### src/rtl/tag_request_arbiter_pkg.sv
// Package tag_arb_pkg: shared types and helpers for the tag request arbiter.
//   - requester type codes carried in INT_TAG[5:4]
//   - arbiter state encoding
//   - int_tag_of(): requester index -> {type[1:0], chnl[3:0]}
//   - clog2(): ceiling log2 for width calculations
package tag_arb_pkg;

    localparam logic [1:0] TAG_TYPE_MAIN  = 2'd0;
    localparam logic [1:0] TAG_TYPE_SG_RX = 2'd1;
    localparam logic [1:0] TAG_TYPE_SG_TX = 2'd2;

    typedef enum logic {
        ST_ARB  = 1'b0,
        ST_EXCH = 1'b1
    } arb_state_e;

    // Ceiling log2; used for pointer and counter widths.
    function automatic int unsigned clog2(input int unsigned v);
        int unsigned r;
        r = 0;
        while ((32'd1 << r) < v) r++;
        return r;
    endfunction

    // Requester index is type*n_chnl + chnl; INT_TAG is {type, chnl}.
    function automatic logic [5:0] int_tag_of(input int unsigned idx, input int unsigned n_chnl);
        int unsigned tnum;
        int unsigned chnl;
        logic [1:0]  tcode;
        tnum = idx / n_chnl;
        chnl = idx % n_chnl;
        case (tnum)
            0:       tcode = TAG_TYPE_MAIN;
            1:       tcode = TAG_TYPE_SG_RX;
            default: tcode = TAG_TYPE_SG_TX;
        endcase
        return {tcode, 4'(chnl)};
    endfunction

endpackage

### src/rtl/tag_request_arbiter_if.sv
// Tag exchange bus between the RX read requesters, the arbiter and the reorder queue.
//   REQ/GNT/GNT_TAG/DONE : per-requester request, grant pulse, granted tag, credit return
//   INT_TAG/INT_TAG_VALID : internal tag offered to the reorder queue
//   EXT_TAG/EXT_TAG_VALID : external tag supplied by the reorder queue
//   BUSY                  : arbiter waiting on an exchange
// master = arbiter side, slave = requester/reorder-queue side.
interface tag_request_arbiter_if #(
    parameter int unsigned C_NUM_CHNL  = 12,
    parameter int unsigned C_TAG_WIDTH = 5
);
    localparam int unsigned R = 3 * C_NUM_CHNL;

    logic [R-1:0]           REQ;
    logic [R-1:0]           GNT;
    logic [C_TAG_WIDTH-1:0] GNT_TAG;
    logic [5:0]             INT_TAG;
    logic                   INT_TAG_VALID;
    logic [C_TAG_WIDTH-1:0] EXT_TAG;
    logic                   EXT_TAG_VALID;
    logic [R-1:0]           DONE;
    logic                   BUSY;

    modport master (
        input  REQ, EXT_TAG, EXT_TAG_VALID, DONE,
        output GNT, GNT_TAG, INT_TAG, INT_TAG_VALID, BUSY
    );

    modport slave (
        output REQ, EXT_TAG, EXT_TAG_VALID, DONE,
        input  GNT, GNT_TAG, INT_TAG, INT_TAG_VALID, BUSY
    );
endinterface

### src/rtl/tag_request_arbiter_rr_pick.sv
// rr_pick: combinational round-robin search.
//   elig  : eligible vector
//   ptr   : last winner; search starts at (ptr+1) mod N and wraps
//   found : any bit of elig set
//   idx   : first set bit at or after (ptr+1) mod N
module rr_pick
    import tag_arb_pkg::*;
#(
    parameter int unsigned N = 36,
    localparam int unsigned W = clog2(N)
) (
    input  logic [N-1:0] elig,
    input  logic [W-1:0] ptr,
    output logic         found,
    output logic [W-1:0] idx
);

    logic [W-1:0] cand;

    // (p + k) mod N for p < N, k <= N.
    function automatic logic [W-1:0] wrap_add(input logic [W-1:0] p, input int unsigned k);
        int unsigned s;
        s = 32'(p) + k;
        if (s >= N) s = s - N;
        return W'(s);
    endfunction

    // Visit positions ptr+1 .. ptr+N; first eligible one wins.
    always_comb begin
        found = 1'b0;
        idx   = '0;
        cand  = '0;
        for (int unsigned k = 1; k <= N; k++) begin
            cand = wrap_add(ptr, k);
            if (!found && elig[cand]) begin
                found = 1'b1;
                idx   = cand;
            end
        end
    end

endmodule

### src/rtl/tag_request_arbiter.sv
// tag_request_arbiter: shares the reorder queue's tag-exchange port among
// 3*C_NUM_CHNL read requesters (main, sg_rx, sg_tx per channel).
//   CLK, RST : clock, synchronous active-high reset
//   bus      : tag_request_arbiter_if.master (REQ/GNT/GNT_TAG, INT_TAG/INT_TAG_VALID,
//              EXT_TAG/EXT_TAG_VALID, DONE, BUSY)
// Optional feature macro TAG_ARB_OUTSTANDING_LIMIT_EN: per-requester outstanding
// tag limit of C_MAX_OUTSTANDING, credits returned by DONE pulses.
module tag_request_arbiter
    import tag_arb_pkg::*;
#(
    parameter int unsigned C_NUM_CHNL        = 12,
    parameter int unsigned C_TAG_WIDTH       = 5,
    parameter int unsigned C_MAX_OUTSTANDING = 4
) (
    input  logic CLK,
    input  logic RST,
    tag_request_arbiter_if.master bus
);

    localparam int unsigned R     = 3 * C_NUM_CHNL;
    localparam int unsigned PTR_W = clog2(R);

    arb_state_e             state_q, state_d;
    logic [PTR_W-1:0]       ptr_q, ptr_d;
    logic [PTR_W-1:0]       win_q, win_d;
    logic [R-1:0]           gnt_q, gnt_d;
    logic [C_TAG_WIDTH-1:0] gnt_tag_q, gnt_tag_d;
    logic [5:0]             int_tag_q, int_tag_d;
    logic                   int_tag_valid_q, int_tag_valid_d;
    logic                   busy_q, busy_d;

    logic [R-1:0]           elig;
    logic [R-1:0]           limit_mask;
    logic                   pick_found;
    logic [PTR_W-1:0]       pick_idx;

    // The ~gnt_q term keeps a requester out of arbitration during its own grant cycle.
    assign elig = bus.REQ & ~gnt_q & ~limit_mask;

    rr_pick #(.N(R)) u_pick (
        .elig  (elig),
        .ptr   (ptr_q),
        .found (pick_found),
        .idx   (pick_idx)
    );

    // Next-state and output logic.
    always_comb begin
        state_d         = state_q;
        ptr_d           = ptr_q;
        win_d           = win_q;
        gnt_d           = '0;
        gnt_tag_d       = gnt_tag_q;
        int_tag_d       = int_tag_q;
        int_tag_valid_d = 1'b0;
        unique case (state_q)
            ST_ARB: begin
                if (pick_found) begin
                    state_d         = ST_EXCH;
                    win_d           = pick_idx;
                    int_tag_d       = int_tag_of(32'(pick_idx), C_NUM_CHNL);
                    int_tag_valid_d = 1'b1;
                end
            end
            ST_EXCH: begin
                // Committed: REQ is not looked at until the exchange completes.
                int_tag_valid_d = 1'b1;
                if (int_tag_valid_q && bus.EXT_TAG_VALID) begin
                    gnt_d           = R'(1) << win_q;
                    gnt_tag_d       = bus.EXT_TAG;
                    ptr_d           = win_q;
                    state_d         = ST_ARB;
                    int_tag_valid_d = 1'b0;
                end
            end
            default: state_d = ST_ARB;
        endcase
        busy_d = (state_d == ST_EXCH);
    end

    // State and output registers.
    always_ff @(posedge CLK) begin
        if (RST) begin
            state_q         <= ST_ARB;
            ptr_q           <= PTR_W'(R - 1);
            win_q           <= '0;
            gnt_q           <= '0;
            gnt_tag_q       <= '0;
            int_tag_q       <= '0;
            int_tag_valid_q <= 1'b0;
            busy_q          <= 1'b0;
        end else begin
            state_q         <= state_d;
            ptr_q           <= ptr_d;
            win_q           <= win_d;
            gnt_q           <= gnt_d;
            gnt_tag_q       <= gnt_tag_d;
            int_tag_q       <= int_tag_d;
            int_tag_valid_q <= int_tag_valid_d;
            busy_q          <= busy_d;
        end
    end

`ifdef TAG_ARB_OUTSTANDING_LIMIT_EN
    localparam int unsigned CNT_W = clog2(C_MAX_OUTSTANDING + 1);

    logic [CNT_W-1:0] cnt_q [R];
    logic [CNT_W-1:0] cnt_d [R];

    // Grant takes a credit, DONE returns one; both at once cancel; no underflow.
    always_comb begin
        for (int unsigned i = 0; i < R; i++) begin
            cnt_d[i] = cnt_q[i];
            if (gnt_q[i] && !bus.DONE[i]) begin
                cnt_d[i] = cnt_q[i] + CNT_W'(1);
            end else if (!gnt_q[i] && bus.DONE[i] && (cnt_q[i] != '0)) begin
                cnt_d[i] = cnt_q[i] - CNT_W'(1);
            end
            limit_mask[i] = (cnt_q[i] == CNT_W'(C_MAX_OUTSTANDING));
        end
    end

    // Outstanding counters.
    always_ff @(posedge CLK) begin
        if (RST) begin
            for (int unsigned i = 0; i < R; i++) cnt_q[i] <= '0;
        end else begin
            cnt_q <= cnt_d;
        end
    end
`else
    localparam int unsigned unused_max_outstanding = C_MAX_OUTSTANDING;
    logic unused_done;

    assign limit_mask  = '0;
    assign unused_done = ^bus.DONE;
`endif

    assign bus.GNT           = gnt_q;
    assign bus.GNT_TAG       = gnt_tag_q;
    assign bus.INT_TAG       = int_tag_q;
    assign bus.INT_TAG_VALID = int_tag_valid_q;
    assign bus.BUSY          = busy_q;

endmodule

### src/flat_wrapper.sv
// flat-port wrapper written by rule: the top's interface ports become plain ports
module tag_request_arbiter_flat import tag_arb_pkg::*;
#(
    parameter int unsigned C_NUM_CHNL        = 12,
    parameter int unsigned C_TAG_WIDTH       = 5,
    parameter int unsigned C_MAX_OUTSTANDING = 4
)
  (CLK, RST, bus_REQ, bus_EXT_TAG, bus_EXT_TAG_VALID, bus_DONE, bus_GNT, bus_GNT_TAG, bus_INT_TAG, bus_INT_TAG_VALID, bus_BUSY);
  tag_request_arbiter_if #(.C_NUM_CHNL(C_NUM_CHNL), .C_TAG_WIDTH(C_TAG_WIDTH)) bus_i ();
  input  logic CLK;
  input  logic RST;
  input wire logic [$bits(bus_i.REQ)-1:0] bus_REQ;
  input wire logic [$bits(bus_i.EXT_TAG)-1:0] bus_EXT_TAG;
  input wire logic [$bits(bus_i.EXT_TAG_VALID)-1:0] bus_EXT_TAG_VALID;
  input wire logic [$bits(bus_i.DONE)-1:0] bus_DONE;
  output wire logic [$bits(bus_i.GNT)-1:0] bus_GNT;
  output wire logic [$bits(bus_i.GNT_TAG)-1:0] bus_GNT_TAG;
  output wire logic [$bits(bus_i.INT_TAG)-1:0] bus_INT_TAG;
  output wire logic [$bits(bus_i.INT_TAG_VALID)-1:0] bus_INT_TAG_VALID;
  output wire logic [$bits(bus_i.BUSY)-1:0] bus_BUSY;
  assign bus_i.REQ = bus_REQ;
  assign bus_i.EXT_TAG = bus_EXT_TAG;
  assign bus_i.EXT_TAG_VALID = bus_EXT_TAG_VALID;
  assign bus_i.DONE = bus_DONE;
  assign bus_GNT = bus_i.GNT;
  assign bus_GNT_TAG = bus_i.GNT_TAG;
  assign bus_INT_TAG = bus_i.INT_TAG;
  assign bus_INT_TAG_VALID = bus_i.INT_TAG_VALID;
  assign bus_BUSY = bus_i.BUSY;
  tag_request_arbiter #(.C_NUM_CHNL(C_NUM_CHNL), .C_TAG_WIDTH(C_TAG_WIDTH), .C_MAX_OUTSTANDING(C_MAX_OUTSTANDING)) u_core (.CLK(CLK), .RST(RST), .bus(bus_i));
endmodule
### config.mk
export PLATFORM = sky130hd
export DESIGN_NAME = tag_request_arbiter_flat
export DESIGN_NICKNAME = d
export VERILOG_FILES = /design/src/rtl/tag_request_arbiter_pkg.sv /design/src/rtl/tag_request_arbiter_if.sv /design/src/rtl/tag_request_arbiter_rr_pick.sv /design/src/rtl/tag_request_arbiter.sv /design/src/flat_wrapper.sv
export SDC_FILE = /design/constraint.sdc
export NUM_CORES = 1
export LEC_CHECK = 0
export BUFFER_PORTS_ARGS = -buffer_cell sky130_fd_sc_hd__buf_2
export CAP_MARGIN = 20
export CORE_MARGIN = 8
export CORE_UTILIZATION = 30
export CTS_BUF_LIST = sky130_fd_sc_hd__clkbuf_16
export DETAILED_ROUTE_END_ITERATION = 12
export PLACE_DENSITY = 0.55
export SLEW_MARGIN = 40
export SYNTH_ARGS = -nofsm -noshare
export SYNTH_HDL_FRONTEND = slang
export SYNTH_SLANG_ARGS = --single-unit
### constraint.sdc
create_clock -name CLK -period 11.8 [get_ports CLK]
set_input_delay 1.77 -clock CLK [delete_from_list [all_inputs] [get_ports CLK]]
set_output_delay 1.77 -clock CLK [all_outputs]
set_load 0.01 [all_outputs]
# Word level (Yosys, flattened, before mapping)
# Cells that the tools add are included.
[op_classes]
add_sub_neg = 72
div = 2
order_cmp = 72
eq_ne = 1
shifts = 1
muxes = 184
n_bitwise = 4
reduce_logical = 75
[op_table]
columns = ["operator", "n"]
rows = [
  ["$mux W6", 72],
  ["$ge A7 B6 Y1 const B", 36],
  ["$lt A6 B7 Y1 const B", 36],
  ["$bmux W1 S6", 36],
  ["$sub A6 B6 Y6 const B", 36],
  ["$add A6 B5 Y7 const B", 16],
  ["$mux W1", 74],
  ["$add A6 B4 Y7 const B", 8],
  ["$and A36 B36 Y36", 1],
  ["$logic_and A1 B1 Y1", 36],
  ["$not A36 Y36", 1],
  ["$shl A1 B6 Y36 const A", 1],
  ["$add A6 B6 Y7 const B", 5],
  ["$logic_not A1 Y1", 35],
  ["$div A6 B4 Y32 const B", 1],
  ["$eq A32 B1 Y1 const B", 1],
  ["$logic_not A32 Y1", 1],
  ["$mod A6 B4 Y32 const B", 1],
  ["$add A6 B3 Y7 const B", 4],
  ["$add A6 B2 Y7 const B", 2],
  ["$add A6 B1 Y7 const B", 1],
  ["$pmux W2 S2", 1],
  ["$reduce_and A2 Y1", 2],
  ["$reduce_or A3 Y1", 1],
  ["other kinds (2)", 3],
]
[totals]
regBits = 60
in_bits = 80
output_inout_bits = 49
word_cells = 417

# Logic depth before layout (Yosys ltp)
# Gate-level depths: netlist of run 1.
[depth]
word_depth = 114
mapped_depth = 36
mapped_depth_nobuf = 26

# By module
# A second synthesis of run 1 with hierarchy kept.
[unflattened]
cells_unflattened = 2560
hier_area_um2 = 18227.5
[modules_own_cells]
columns = ["mod", "instances", "cells_each", "area_per_inst_um2", "seq_area_each_um2"]
rows = [
  ["rr_pick", 1, 2312, 16057.9, 0.0],
  ["tag_request_arbiter", 1, 248, 2169.6, 1161.1],
]

# Worst setup path before layout of run 1
# No wires, ideal clock.
[synth_timing]
path_kind = "reg-to-reg"
from = "register u_core.ptr_q[0]"
to = "register u_core.int_tag_q[2] (netlist: u_core.bus.INT_TAG[2])"
t_arrival_ps = 7340
required_time_ps = 11721
slack_ps = 4381
stages_incl_launch_ff = 36
path_buffers = 11
period_less_slack_ps = 7419
cell_sequence = "dfxtp_1 -> buf_6 -> inv_8 -> buf_6 -> buf_4 -> buf_2 -> ha_1 -> xnor2_2 -> buf_4 -> buf_2 -> buf_2 -> buf_1 -> inv_1 -> ha_1 -> nand2_1 -> a21boi_0 -> and4_1 -> o21ai_0 -> a21o_1 -> mux2i_1 -> o221ai_1 -> nand2b_4 -> or3_1 -> clkbuf_2 -> or4_1 -> buf_2 -> or4_4 -> buf_6 -> o32ai_2 -> o21ai_2 -> a41o_1 -> ha_1 -> nor2_1 -> a32oi_2 -> xnor2_1 -> a211oi_2"
[synth_via]
elab_chain_len = 112
[synth_lines]
columns = ["element", "line_no", "rtl"]
rows = [
  ["from (decl)", "tag_request_arbiter.sv:24", "logic [PTR_W-1:0] ptr_q, ptr_d;"],
  ["from (signal assigned)", "tag_request_arbiter.sv:85", "ptr_q <= PTR_W'(R - 1);"],
  ["from (signal assigned)", "tag_request_arbiter.sv:94", "ptr_q <= ptr_d;"],
  ["$add A6 B1 Y7", "tag_request_arbiter_rr_pick.sv:23", "s = 32'(p) + k;"],
  ["$sub A6 B6 Y6 or $ge A7 B6 Y1 (tied branches)", "tag_request_arbiter_rr_pick.sv:24", "if (s >= N) s = s - N;"],
  ["$mux W6", "tag_request_arbiter_rr_pick.sv:24", ""],
  ["$bmux W1 S6", "tag_request_arbiter_rr_pick.sv:35", "if (!found && elig[cand]) begin"],
  ["$mux W1 (not written as such)", "tag_request_arbiter_rr_pick.sv:35", ""],
  ["$mux W1", "tag_request_arbiter_rr_pick.sv:35", ""],
  ["$logic_not A1 Y1", "tag_request_arbiter_rr_pick.sv:35", ""],
  ["$logic_and A1 B1 Y1", "tag_request_arbiter_rr_pick.sv:35", ""],
  ["[... 96 more ...]", "-", ""],
  ["$mux W1", "tag_request_arbiter_rr_pick.sv:35", ""],
  ["$logic_not A1 Y1", "tag_request_arbiter_rr_pick.sv:35", ""],
  ["$logic_and A1 B1 Y1", "tag_request_arbiter_rr_pick.sv:35", ""],
  ["$mux W1", "tag_request_arbiter_rr_pick.sv:35", ""],
  ["$logic_not A1 Y1", "tag_request_arbiter_rr_pick.sv:35", ""],
  ["$logic_and A1 B1 Y1", "tag_request_arbiter_rr_pick.sv:35", ""],
  ["$mux W6 or $mux W1 (tied branches)", "tag_request_arbiter_rr_pick.sv:35", ""],
  ["$mod A6 B4 Y32 or $reduce_and A2 Y1 (tied branches)", "-", ""],
  ["to (signal assigned)", "tag_request_arbiter.sv:98", "int_tag_q <= int_tag_d;"],
  ["to (decl)", "tag_request_arbiter.sv:28", "logic [5:0] int_tag_q, int_tag_d;"],
]
# Several ways; a longest one is shown, not always the timed one. The select of a mux whose other input is x is not followed.
# A chain may end at the register's enable or synchronous reset.

# Final worst setup path of run 1
[layout_timing]
from = "register u_core.ptr_q[1]"
to = "register u_core.int_tag_q[2] (netlist: u_core.bus.INT_TAG[2])"
# Same word-level chain as after synthesis.

==> results of run 1 <==
[worst register-to-register path, stage by stage (launching register included)]
cell and delay, ns:
dfxtp_4 0.51, inv_2 0.36, ha_1 0.33, buf_4 0.21
xnor2_4 0.63, buf_4 0.51, inv_2 0.40, buf_4 0.35
a211oi_2 0.24, mux2i_1 0.59, mux2i_1 0.16, a32oi_1 0.37
a31oi_4 0.24, and4bb_1 0.36, buf_4 0.20, nand4b_1 0.44
buf_4 0.35, or4_1 0.64, o21ai_0 0.28, a211oi_1 0.11
o31a_1 0.35, o21ai_2 0.38, a41o_1 0.23, ha_1 0.18
nor2_1 0.07, a32oi_2 0.24, xnor2_1 0.10, a211oi_2 0.22
[registers in the layout (all words and copies together), names as in the netlist]
name	flops
u_core.bus.BUSY	1
u_core.win_q	4
u_core.bus.GNT_TAG	5
u_core.ptr_q	6
u_core.bus.GNT	36
u_core.bus.INT_TAG	6
[final cells by class]
class                      instances  area share [%]
clock inverter                     7          0.1857
sequential                        58           5.808
timing repair buffer             158           4.718
antenna                            5         0.06192
inverter                          61           1.170
tap                              837           5.182
clock buffer                       9           1.114
multi-input combinational       2223           81.76
[how the worst max path moves through the flow]
stage | from | endpoint | slack, ns | cells past startpoint
finish | u_core.ptr_q[1] | u_core.bus.INT_TAG[2] | 2.68 | 27
global route | u_core.ptr_q[1] | u_core.bus.INT_TAG[2] | 2.38 | 27
CTS | u_core.ptr_q[1] | u_core.bus.INT_TAG[2] | 2.96 | 26
detailed placement | u_core.ptr_q[1] | u_core.bus.INT_TAG[2] | 2.97 | 26
global placement | u_core.ptr_q[1] | u_core.bus.INT_TAG[2] | 2.78 | 26
floorplan | u_core.ptr_q[0] | u_core.bus.INT_TAG[2] | 4.38 | 35
[metal layers]
layer | GRT usage, % | part of all wire (%) | wire length [µm] | vias to the layer above
met5 | 0 | 0.024 | 26 | -
met2 | 43.79 | 42 | 45130 | 1380
li1 | - | - | - | 9873
met3 | 6.044 | 9.8 | 10540 | 307
met1 | 38.25 | 42 | 44910 | 10990
met4 | 16.16 | 6.5 | 7016 | 4
[power by group through the flow]
| stage | registers, mW | clock network (mW) | logic, mW |
|---|---|---|---|
| 3_3_place_gp | 0.233 | 0 | 2.27 |
| 5_1_grt | 0.231 | 0.237 | 2.48 |
| 6_report | 0.231 | 0.226 | 2.38 |
| 4_1_cts | 0.230 | 0.228 | 2.30 |
| 2_1_floorplan | 0.226 | 0 | 1.49 |
| 3_5_place_dp | 0.234 | 0 | 2.29 |
[stage by stage]
step | utilization (%) | total power [mW] | setup WS, ns | instance area (µm²) | hold WS [ns]
global placement | 32.09 | 2.506 | 2.778 | 19840 | 0.4474
global route | 32.67 | 2.947 | 2.380 | 20200 | 0.4788
detailed placement | 32.22 | 2.521 | 2.973 | 19920 | 0.4518
floorplan | - | 1.716 | 4.381 | 18770 | 0.4699
CTS | 32.65 | 2.755 | 2.963 | 20180 | 0.4592
finish | 32.69 | 2.833 | 2.677 | 20210 | 0.4551
[cells by family after synthesis]
family | share of synthesized area (%)
simple gates | 29.60
compound gates | 33.81
buf+inv | 6.525
mux | 16.33
xor+xnor | 3.953
flops | 6.185
fa+ha+maj | 3.599
[cell usage in the layout, fill, tap and decap left out, drive strengths merged, types with 20 or more instances in the layout]
| cell | n |
|---|---|
| a21oi | 144 |
| mux2i | 130 |
| nor3 | 102 |
| a2111oi | 22 |
| o2111ai | 21 |
| ha | 54 |
| o211ai | 59 |
| dfxtp | 58 |
| xnor2 | 71 |
| a31oi | 60 |
| o22ai | 21 |
| o21ai | 148 |
| nor2 | 210 |
| inv | 59 |
| or4 | 21 |
| mux4 | 62 |
| o21a | 34 |
| or3 | 25 |
| a21boi | 20 |
| nand2 | 206 |
| buf | 158 |
| or2 | 25 |
| nand3 | 71 |
| a21o | 29 |
| nand4 | 44 |
| and2 | 30 |
| nor2b | 65 |
| and3 | 26 |
| mux2 | 32 |
| nor4 | 44 |
| a211oi | 57 |
| nand2b | 63 |
==> run_results.csv, run 1 <==
group,metric,value,unit
placed_design,hpwl,85770,µm
grt,grt_max_degree,51,
outcome,status,"finished, final reports clean",
power_and_ir_drop,vdd.ir_drop.worst,172.6,µV
power_and_ir_drop,comb_power_share,83.9,%
power_and_ir_drop,p_seq_share,8.1,%
job,maxCapViolCount,0,
synth,synth-seq-cells,58,
critical_path,reg2reg_setup_slack,2.68,ns
power_and_ir_drop,switchingPower,1.726,mW
power_and_ir_drop,power.share.switching,60.94,%
synth,ys_seq_area_share,6.185,%
critical_path,worst_path_most_repeated_cell,"buf_4",
critical_path,crit_family,"compound AO/OA/AOI/OAI gates",
final_layout,syn_to_final_growth,7.652,%
power_and_ir_drop,p_int,1.107,mW
synth,post-synth-top-area-fraction,7.439,%
sta,slew_headroom,38.58,%
final_layout,multiInputGateArea,16520,µm²
clock_tree,clock-sinks,58,
clock_tree,clock-root-buffer,"clkbuf_16",
synth,synth-edff-count,0,
synth,synthCells,2518,
critical_path,crit_path_end_kind,"flip-flop",
synth,synthFlopType,"dfxtp_1",
critical_path,critPathBufInv,7,
clock_tree,cts_tree,"built",
sta,fin_skew,0.006120,ns
critical_path,crit_path_max_fanout,27,
final_layout,drive_gt1_share,17.41,%
detailed_routing,ant_nets,0,
sta,worst_slew_pin_slew,0.8957,ns
floorplan,dieArea,70830,µm²
placed_design,placedCellCount,3337,
synth,async_flop_share,0,%
sta,fin_crit,9.124,ns
critical_path,rr_worst_depth,27,
final_layout,fillers,6635,
placed_design,place_congestion,1.064,
floorplan,io_pins,129,
synth,avgSynthCellArea,7.455,µm²
critical_path,critPathArrivalTime,9.37,ns
floorplan,dieWidth,266.1,µm
clock_tree,cts.reportedPaths.clkPinSlew,0.05,ns
sta,final-setup-viol-count,0,
detailed_routing,drc_errors,0,
sta,finalHoldViolations,0,
clock_tree,post_cts_buffers,0,
synth,yosysTopAreaCell,"mux4_2",
synth,syn_nets,2652,
synth,ys_warn_count,0,
clock_tree,hold_buffers,0,
grt,track_usage,29.04,%
sta,fmax,0.1096,GHz
detailed_routing,drt_iter0_markers,2689,
synth,synthesis.area,18770,µm²
critical_path,cp.required,12.05,ns
synth,synth_most_common_cell,"nor2_1",
min_path,hold_path_end,"u_core.bus.GNT_TAG[0]",
final_layout,fin_nets,2645,
clock_tree,cts-buffers-inserted,9,
critical_path,crit_path_start_kind,"flip-flop",
critical_path,worst_path_largest_cell_delay,0.64,ns
synth,synthTopCellsByArea,"mux4_2 (7.4%), mux2i_1 (6.9%), dfxtp_1 (6.2%)",
detailed_routing,drt_wl_total,107600,µm
detailed_routing,wl_per_cell,32.05,µm
min_path,hp-start,"u_core.bus.GNT_TAG[0]",
power_and_ir_drop,power-per-cell-area,140.2,nW/µm²
clock_tree,cts.htree.levels,3,
sta,rsz0062_at_grt,"no",
grt,overflow,0,
synth,synth_cell_type_count,144,
detailed_routing,via_per_inst,6.718,
clock_tree,cts_max_path_buffers,2,
sta,fin_tns_setup,0,ns
grt,antenna_found_initial,4,
power_and_ir_drop,clkPwrFrac,8.0,%
detailed_routing,num_vias,22560,
critical_path,reg2reg_to,"u_core.bus.INT_TAG[2]",
clock_tree,clk_latency,0.33,ns
power_and_ir_drop,p_leak,7.535,nW
critical_path,path_class,"flip-flop to flip-flop",
floorplan,start_util,30.36,%
critical_path,crit-reg2reg-launch,"u_core.ptr_q[1]",
floorplan,coreArea,61830,µm²
detailed_routing,drt_pass1_iterations,6,
clock_tree,ctsResizeCount,0,
sta,slew_violations,0,
min_path,min_path_type,"flip-flop to flip-flop",
grt,grt_pass1_wl,153600,µm
floorplan,row_count,91,
final_layout,register_area,1174,µm²
synth,synthTopCellsByCount,"nor2_1 (207), nand2_1 (204), a21oi_1 (137)",
sta,min_period_over_period,77.32,%
grt,grt_pass1_vias,21180,
min_path,hold_depth,2,
critical_path,critPathSlowestCell,"or4_1",
final_layout,stdcell_count,3358,
floorplan,die_h,266.1,µm
placed_design,port_buffers,92,
No activity file was read; power rests on OpenSTA's default activity.
==> run 2: changes to the inputs <==
clock period = 9.35 ns   (was 11.8 ns; I/O delays follow)
==> run_results.csv, run 2 (synthesis results as in run 1) <==
group,metric,value,unit
sta,finalHoldViolations,0,
grt,antenna_found_initial,5,
clock_tree,post_cts_buffers,0,
sta,fin_ws,1.113,ns
clock_tree,clock-sinks,58,
clock_tree,cts.htree.levels,3,
final_layout,fin_util,33.58,%
grt,track_usage,28.90,%
clock_tree,cts_tree,"built",
grt,grt_pass1_vias,21670,
final_layout,fin_nets,2712,
power_and_ir_drop,comb_power_share,82.7,%
power_and_ir_drop,p_int,1.522,mW
clock_tree,hold_buffers,0,
detailed_routing,drt_wl_total,107700,µm
min_path,min_path_type,"flip-flop to flip-flop",
final_layout,largest_reg_flops,36,
detailed_routing,drc_errors,0,
critical_path,crit_path_max_fanout,34,
outcome,status,"finished, final reports clean",
floorplan,start_util,30.36,%
final_layout,syn_to_final_growth,10.59,%
placed_design,place_congestion,1.071,
critical_path,path_class,"flip-flop to flip-flop",
clock_tree,clk_latency,0.32,ns
floorplan,io_pins,129,
sta,fin_skew,0.007045,ns
detailed_routing,via_per_inst,6.723,
detailed_routing,ant_nets,0,
power_and_ir_drop,p_seq_share,8.1,%
clock_tree,ctsResizeCount,0,
final_layout,final_cell_mix,"nor2_1 (207), nand2_1 (204), a21oi_1 (135)",
placed_design,pre_cts_ws,1.277,ns
floorplan,dieArea,70830,µm²
power_and_ir_drop,clkPwrFrac,9.2,%
sta,min_period_over_period,88.10,%
sta,rsz0062_at_grt,"no",
detailed_routing,wl_per_cell,31.47,µm
critical_path,crit_path_start_kind,"flip-flop",
clock_tree,cts.reportedPaths.clkPinSlew,0.05,ns
critical_path,crit_path_end_kind,"flip-flop",
final_layout,fillers,6525,
sta,slew_violations,0,
clock_tree,cts-buffers-inserted,9,
critical_path,critPathArrivalTime,8.48,ns
floorplan,coreArea,61830,µm²
sta,worst_slew_pin_slew,0.9230,ns
floorplan,die_h,266.1,µm
critical_path,worst_path_largest_cell_delay,0.76,ns
critical_path,worst_path_most_repeated_cell,"ha_1",
critical_path,critPathLaunch,"u_core.ptr_q[1]",
critical_path,critPathSlowestCell,"or4_1",
grt,grt_pass1_wl,153800,µm
sta,slew_headroom,37.99,%
min_path,hp-start,"u_core.bus.GNT_TAG[2]",
job,maxCapViolCount,0,
clock_tree,clock-root-buffer,"clkbuf_16",
floorplan,row_count,91,
power_and_ir_drop,switchingPower,2.177,mW
critical_path,crit-reg2reg-launch,"u_core.ptr_q[1]",
clock_tree,cts_max_path_buffers,2,
critical_path,crit_family,"simple AND/OR/NAND/NOR gates",
sta,fin_tns_setup,0,ns
critical_path,critPathBufInv,3,
final_layout,stdcell_count,3422,
final_layout,drive_gt1_share,19.28,%
final_layout,final_common_cell,"nor2_1",
floorplan,dieWidth,266.1,µm
sta,fmax,0.1214,GHz
grt,grt_max_degree,64,
power_and_ir_drop,power-per-cell-area,178.2,nW/µm²
detailed_routing,drt_pass1_iterations,6,
power_and_ir_drop,vdd.ir_drop.worst,173.7,µV
sta,fin_crit,8.237,ns
placed_design,port_buffers,92,
critical_path,cp.required,9.60,ns
power_and_ir_drop,power.share.switching,58.86,%
grt,overflow,0,
placed_design,placedCellCount,3404,
power_and_ir_drop,p_leak,7.885,nW
detailed_routing,num_vias,23010,
detailed_routing,drt_iter0_markers,3278,
placed_design,hpwl,86780,µm
sta,final-setup-viol-count,0,
-- run 2: final timing paths --
check / end / slack [ns] / cells after the start
setup / recovery: u_core.bus.INT_TAG[2] / 1.11 / 25
hold / removal: u_core.bus.GNT_TAG[2] / 0.46 / 2
setup reg to reg: u_core.bus.INT_TAG[2] / 1.11 / 25
hold reg to reg: u_core.bus.GNT_TAG[2] / 0.46 / 2
-- run 2: cell type report --
type	count	area (µm²)	share of cell area, %
multi-input cells	2223	16500	79.48
repair buffers	225	1488	7.166
flip-flops and latches	58	1174	5.653
well taps	837	1047	5.045
inverters	61	236.5	1.139
clock buffers	9	225.2	1.085
clock inverters	7	83.83	0.4038
diodes	2	5.005	0.02411
-- run 2: power by group through the flow --
stage	registers, mW	clock network (mW)	logic [mW]
floorplan	0.285	0	1.88
global placement	0.303	0	2.90
detailed placement	0.304	0	2.93
CTS	0.299	0.344	2.94
global route	0.301	0.355	3.17
finish	0.300	0.340	3.06
-- run 2: worst reg2reg max path, delay by kind of cell, from the launching register on --
kind,cells,cell delay (ns)
DFF,1,0.74
AOI/OAI and AO/OA,10,2.13
xor gates and xnor gates,2,0.74
adders and majority gates,3,0.81
buffers and inverters,3,1.02
and+or+nand+nor,7,2.71
-- run 2: through the flow --
stage / instance area (µm²) / hold slack (ns) / total power [mW]
6_report: 20760 / 0.4646 / 3.699
5_1_grt: 20760 / 0.4931 / 3.825
4_1_cts: 20740 / 0.4659 / 3.582
3_5_place_dp: 20430 / 0.4548 / 3.229
3_3_place_gp: 20380 / 0.4463 / 3.207
2_1_floorplan: 18770 / 0.4699 / 2.166
-- run 2: layer usage --
metal  GRT usage (%)  routed length [µm]  share of wire [%]  vias up
met1           36.96               43240                 40    11190
met4           16.04                7456                6.9        2
met3           6.643               11320                 11      311
met2           44.54               45660                 42     1503
li1                -                   -                  -     9998
met5               0                  16              0.015        -
